===== src/rtl/moving_average_filter.sv =====
// rtl/moving_average_filter.sv - boxcar filter: truncated mean of the last 2**LOG2_TAPS samples
module moving_average_filter #(
  parameter int WIDTH     = 8,
  parameter int LOG2_TAPS = 2
) (
  input  logic             clk,
  input  logic             rst,
  input  logic [WIDTH-1:0] IN,
  output logic [WIDTH-1:0] Average_out
);

  localparam int TAPS  = 1 << LOG2_TAPS;
  localparam int SUM_W = WIDTH + LOG2_TAPS;

  logic [WIDTH-1:0] taps [TAPS];
  logic [SUM_W-1:0] sum;
  logic [SUM_W-1:0] sum_next;

  // sum always equals the total of the taps, so the subtraction never wraps
  always_comb begin
    sum_next = sum + SUM_W'(IN) - SUM_W'(taps[TAPS-1]);
  end

  always_ff @(posedge clk) begin
    if (rst) begin
      for (int k = 0; k < TAPS; k++) begin
        taps[k] <= '0;
      end
      sum         <= '0;
      Average_out <= '0;
    end else begin
      taps[0] <= IN;
      for (int k = 1; k < TAPS; k++) begin
        taps[k] <= taps[k-1];
      end
      sum         <= sum_next;
      Average_out <= sum_next[SUM_W-1:LOG2_TAPS];
    end
  end

endmodule


===== config.mk =====
export PLATFORM = sky130hd
export DESIGN_NAME = moving_average_filter
export DESIGN_NICKNAME = d
export VERILOG_FILES = /design/src/rtl/moving_average_filter.sv
export SDC_FILE = /design/constraint.sdc
export NUM_CORES = 1
export LEC_CHECK = 0
export CAP_MARGIN = 30
export CORE_MARGIN = 1
export CORE_UTILIZATION = 40
export CTS_CLUSTER_DIAMETER = 120
export CTS_CLUSTER_SIZE = 8
export DETAILED_ROUTE_END_ITERATION = 8
export PLACE_DENSITY_LB_ADDON = 0.2
export REMOVE_ABC_BUFFERS = 1
export SETUP_SLACK_MARGIN = 0.15
export SLEW_MARGIN = 0
export SYNTH_ARGS = -nofsm -noshare
export SYNTH_HDL_FRONTEND = slang
export SYNTH_SLANG_ARGS = --single-unit

===== constraint.sdc =====
create_clock -name clk -period 9.9 [get_ports clk]
set_input_delay 2.97 -clock clk [delete_from_list [all_inputs] [get_ports clk]]
set_output_delay 2.97 -clock clk [all_outputs]
set_load 0.02 [all_outputs]

==> results.md, run 1 <==
- Via density: 4.49
- Worst-Margin Slew: 0.433 ns
- Setup-failing EPs final: 0
- Most frequent CP cell: inv_1
- Deepest clock path buffer count: 2
- Unrepaired setup endpoints after global routing: false
- Initial core utilization: 0.433
- Fill cells: 402
- Number of synthesized flops with an enable pin: 0
- Final routed DRC violation total: 0
- Core area: 4140 sq um
- Syn avg cell area: 9.80 sq um
- Largest net degree at the start of global routing: 44
- GPL Wtd Cong: 0.807
- Global Route Usage Sum: 0.140
- CTS root buffer: clkbuf_8
- Status: finished clean
- Finished Layout Cells: 247
- CP cell instances: clkdlybuf4s50_1 -> inv_1 -> fa_1 -> inv_1 -> ha_1 -> nor2b_4 -> o31a_1 -> or4_1 -> a31oi_1 -> mux2_1
- Drt initial violations: 36
- IO buf count: 17
- Worst VDD drop: 0.000110 V
- Pins over their slew limit: 0
- WL final: 2630 um
- YS warnings: 0
- Placed insts: 239
- Async set-reset flop share out of synthesis: 0
- Share of cells above drive strength 1: 0.0558
- Final hold violation count: 0
- Setup Buffers After CTS: 0
- Worst-skew pair later-pin latency: 0.29 ns
- Global-route wire length before repair: 4820 um
- H-tree levels: 2
- Pre-antenna DRT Iters: 3
- Hold Buf Count CTS: 0
- CP peak stage delay: 0.53 ns
- Hpwl dp: 1800 um
- DRT antenna net count: 0
- Vias in the first global route: 1148
- LEAKAGE: 0.000930 uW
- Worst Path Buf+Inv: 3
- WL/cell: 10.6 um
- Clock Sinks: 42
- Critical path class: primary input to register
- CP arrival: 5.72 ns
- Cell family with most CP delay: adder cells
- Data required, critical path: 10.08 ns
- Element type at the critical path end: register
- Crit start category: primary input
- CP max stage cell: fa_1
- # IOs: 18
- Distinct cell type count after synthesis: 26
- Clock transition at the registers of the reported paths: 0.07 ns
- Floorplan row count: 23
- Slew margin rel.: 0.711
- Synth Flop Type: dfxtp_1
- Period utilisation layout: 0.560
- Main area contributors after synthesis: dfxtp_1, nor2b_1, fa_1, inv_1, ha_1
- Layout area overhead: 14.3%
- Yosys top cell by area: dfxtp_1
- FF+latch count, synth: 42
- Achievable Freq: 180 MHz
- Setup TNS: 0 ns
- Seq/Total Area, Yosys: 0.469
- Total gr overflow: 0
- Post-cts repair resize count: 0
- Die H: 69.0 um
- # diodes: 0
- DIE AREA: 4750 sq um
- Top cell type's share of synthesized area: 0.469
- Die extent in x: 69.0 um
- Most frequent cell after synthesis: dfxtp_1
- Min Tclk post-route: 5.55 ns
- Synthesized cell area: 1790 sq um
- CTS tree: built
- Gate count after technology mapping: 183
- P per Cell Area: 261 nW/um^2
- Register area: 841 sq um
- Vias: 1108
- TritonCTS buffer count: 5
- Max cap viols: 0
- Critical Path Fanout Max: 4
- Multi-input logic area: 749 sq um
- Hold Path Class: register to register
- Fin Clk Skew: 0.00566 ns
- Synth cell count leaders: dfxtp_1, inv_1, nor2b_1, nor2_1, ha_1
- Nets@finish: 224
- Antenna violations before repair: 0
[flip-flops by register name, summed over array words and instances (netlist names)]
| register | flops |
|---|---|
| Average_out | 8 |
| taps | 32 |
| sum | 2 |
[per-stage QoR]
| stage | cell area (sq um) | hold WS, ns | total power [uW] | setup slack [ns] | utilization |
|---|---|---|---|---|---|
| 3_5_place_dp | 1960 | 0.424 | 425 | 4.06 | 0.473 |
| 2_1_floorplan | 1720 | 0.414 | 364 | 4.62 | - |
| 4_1_cts | 2050 | 0.445 | 539 | 4.35 | 0.495 |
| 5_1_grt | 2050 | 0.455 | 582 | 4.23 | 0.495 |
| 3_3_place_gp | 1960 | 0.417 | 420 | 4.09 | 0.473 |
| 6_report | 2050 | 0.438 | 534 | 4.35 | 0.495 |
[worst paths after layout]
kind                  start              to  slack (ns)  cells after the start
min reg2reg      taps[2][4]      taps[3][4]        0.44                      1
max                   IN[2]  Average_out[6]        4.35                     10
max reg2reg  Average_out[0]  Average_out[6]        7.20                      9
min              taps[2][4]      taps[3][4]        0.44                      1
[routing by layer]
metal  wire, um  vias to the layer above  GRT usage  part of all wire
li1           -                      577          -                 -
met1       1330                      506      0.174              0.51
met2       1120                       19      0.217              0.43
met3        118                        6     0.0444             0.045
met4         56                        0     0.0689             0.021
met5          0                        -          0                 0
[cells by family (layout without fill, tap and decap cells)]
logic type               Yosys count  count (layout)  share of synthesized area
AND/OR/NAND/NOR                   53              53                      0.168
buffers and inverters             46              60                      0.113
flip-flops                        42              42                      0.469
AO/OA/AOI/OAI                     20              20                     0.0698
adder cells (fa/ha/maj)           18              18                      0.159
XOR/XNOR                           3               3                     0.0147
multiplexers                       1               1                    0.00628
[placed cells by master (no fill, tap or decap), types with 2 or more instances in the layout]
cell / instances
o21ai_0: 4
a21oi_1: 6
nand2_1: 3
inv_1: 34
ha_1: 10
a21o_1: 2
xor2_1: 2
clkdlybuf4s50_1: 17
fa_1: 8
dfxtp_1: 42
a211oi_1: 2
clkbuf_8: 6
o21a_1: 4
nor2_1: 12
nor2b_1: 26
and2b_2: 2
nor3_1: 5
[final cells by class]
| class | instances | share of cell area |
|---|---|---|
| sequential | 42 | 0.410 |
| multi-input combinational | 95 | 0.366 |
| timing repair buffer | 18 | 0.0867 |
| inverter | 34 | 0.0623 |
| clock buffer | 7 | 0.0421 |
| tap | 50 | 0.0305 |
| clock inverter | 1 | 0.00244 |
[power by group]
| group | switching, uW | internal (uW) | total [uW] |
|---|---|---|---|
| logic | 121 | 106 | 227 |
| registers | 8.66 | 189 | 197 |
| clock network | 53.8 | 56.2 | 110 |
| total | 183 | 351 | 534 |
No activity file was read; power rests on OpenSTA's default activity.
==> run 2, diff against run 1 <==
==> constraint.sdc (replaced) <==
create_clock -name clk -period 5.8 [get_ports clk]
set_input_delay 1.74 -clock clk [delete_from_list [all_inputs] [get_ports clk]]
set_output_delay 1.74 -clock clk [all_outputs]
set_load 0.02 [all_outputs]
==> results.md, run 2 (synthesis gave the netlist of run 1 again) <==
- Status: finished clean
- Pins over their slew limit: 0
- Element type at the critical path end: register
- Sequential Power Share: 0.372
- Comb pwr share: 0.424
- Switching power: 306 uW
- Data required, critical path: 5.98 ns
- Initial core utilization: 0.433
- Clock transition at the registers of the reported paths: 0.07 ns
- Crit start category: primary input
- IO buf count: 17
- GPL Wtd Cong: 0.839
- Worst VDD drop: 0.000200 V
- Critical Path Start: IN[2]
- Grt met2 use: 0.211
- Global Route Usage Sum: 0.140
- Final hold violation count: 0
- Biggest register: taps
- Antenna violations before repair: 0
- Largest net degree at the start of global routing: 28
- Via density: 4.36
- FF-to-FF Start: Average_out[0]
- Clock Sinks: 42
- Floorplan row count: 23
- Worst hold stages: 1
- Layout area overhead: 14.3%
- Placed instance area: 1960 sq um
- Sw Share: 0.338
- Commonest non-fill, non-tap cell in the layout: dfxtp_1
- Internal Power: 599 uW
- Die H: 69.0 um
- GR Layer Usage met1: 0.170
- Vias: 1076
- Total gr overflow: 0
- Worst-Margin Slew: 0.936 ns
- Final routed DRC violation total: 0
- Max reg flops: 32
- Global-route wire length before repair: 4770 um
- Critical Path Fanout Max: 4
- Most frequent cells in the layout: dfxtp_1, inv_1, nor2b_1, clkdlybuf4s50_1, nor2_1
- Setup Buffers After CTS: 0
- Pre-antenna DRT Iters: 4
- TritonCTS buffer count: 5
- Fill cells: 393
- Worst-skew pair later-pin latency: 0.29 ns
- Setup-failing EPs final: 0
- LEAKAGE: 0.000930 uW
- H-tree levels: 2
- Hold Buf Count CTS: 0
- Min Tclk post-route: 4.34 ns
- Unrepaired setup endpoints after global routing: false
- Period utilisation layout: 0.749
- # IOs: 18
- DIE AREA: 4750 sq um
- CTS tree: built
- Deepest clock path buffer count: 2
- # diodes: 0
- Nets@finish: 224
- Core area: 4140 sq um
- DRT antenna net count: 0
- CP arrival: 4.52 ns
- Slew margin rel.: 0.374
- Share of cells above drive strength 1: 0.0558
- Hold Crit Start: taps[2][2]
- P per Cell Area: 442 nW/um^2
- WL final: 2550 um
- Setup TNS: 0 ns
- Critical path class: primary input to register
- Top flop regs: taps: 32 flops, Average_out: 8 flops, sum: 2 flops
- Vias in the first global route: 1142
- Met3 GRT Util: 0.0526
- Hold Path Class: register to register
- CTS root buffer: clkbuf_8
- WL/cell: 10.3 um
- Gr busiest metal: met2
- Clock power frac: 0.204
- R2R setup slack: 3.07 ns
- Achievable Freq: 230 MHz
- Die extent in x: 69.0 um
- Drt initial violations: 35
- Fin Clk Skew: 0.00369 ns
- Worst Reg2Reg Path Length in Cells: 9
- Hpwl dp: 1880 um
- Final instance area: 2050 sq um
- Max cap viols: 0
- Post-cts repair resize count: 0
run 2: cell counts in the layout (fill, tap and decap cells not counted):
Identical to the previous run, type by type.
run 2: critical path, cell delays in order:
cell and delay, ns:
clkdlybuf4s50_1 0.45, inv_1 0.07, fa_1 0.54, inv_1 0.04, ha_1 0.33, nor2b_4 0.15
o31a_1 0.27, or4_1 0.40, a31oi_1 0.20, mux2_1 0.33
run 2: worst paths after layout:
| path | end |
|---|---|
| max | Average_out[6] |
| min | taps[3][2] |
| max reg2reg | Average_out[6] |
| min reg2reg | taps[3][2] |
run 2: power groups by stage:
| stage | Clock (uW) | Sequential (uW) | Combinational [uW] |
|---|---|---|---|
| after floorplan | 0 | 370 | 252 |
| after global placement | 0 | 343 | 375 |
| after detailed placement | 0 | 344 | 382 |
| after CTS | 196 | 337 | 386 |
| after global routing | 209 | 342 | 440 |
| final | 185 | 337 | 384 |
run 2: cell type report:
class	instances	area, sq um	share of cell area
well taps	50	62.6	0.0305
multi-input cells	95	749	0.366
repair buffers	18	178	0.0867
clock buffers	7	86.3	0.0421
clock inverters	1	5.00	0.00244
flip-flops and latches	42	841	0.410
inverters	34	128	0.0623
run 2: per-stage QoR:
stage | total power, uW | cells | hold WS, ns | utilization | worst slack (ns)
after global placement | 718 | 239 | 0.418 | 0.473 | 1.22
after floorplan | 622 | 171 | 0.414 | - | 1.75
after detailed placement | 726 | 239 | 0.427 | 0.473 | 1.15
after global routing | 990 | 247 | 0.458 | 0.495 | 1.35
final | 906 | 247 | 0.443 | 0.495 | 1.46
after CTS | 919 | 247 | 0.450 | 0.495 | 1.47
run 2: layer usage:
metal  part of all wire  routed length (um)  vias to the layer above
met5                  0                   0                        -
met4              0.025                  63                        0
met3              0.051                 131                        6
met2               0.42                1080                       17
met1               0.50                1270                      477
li1                   -                   -                      576
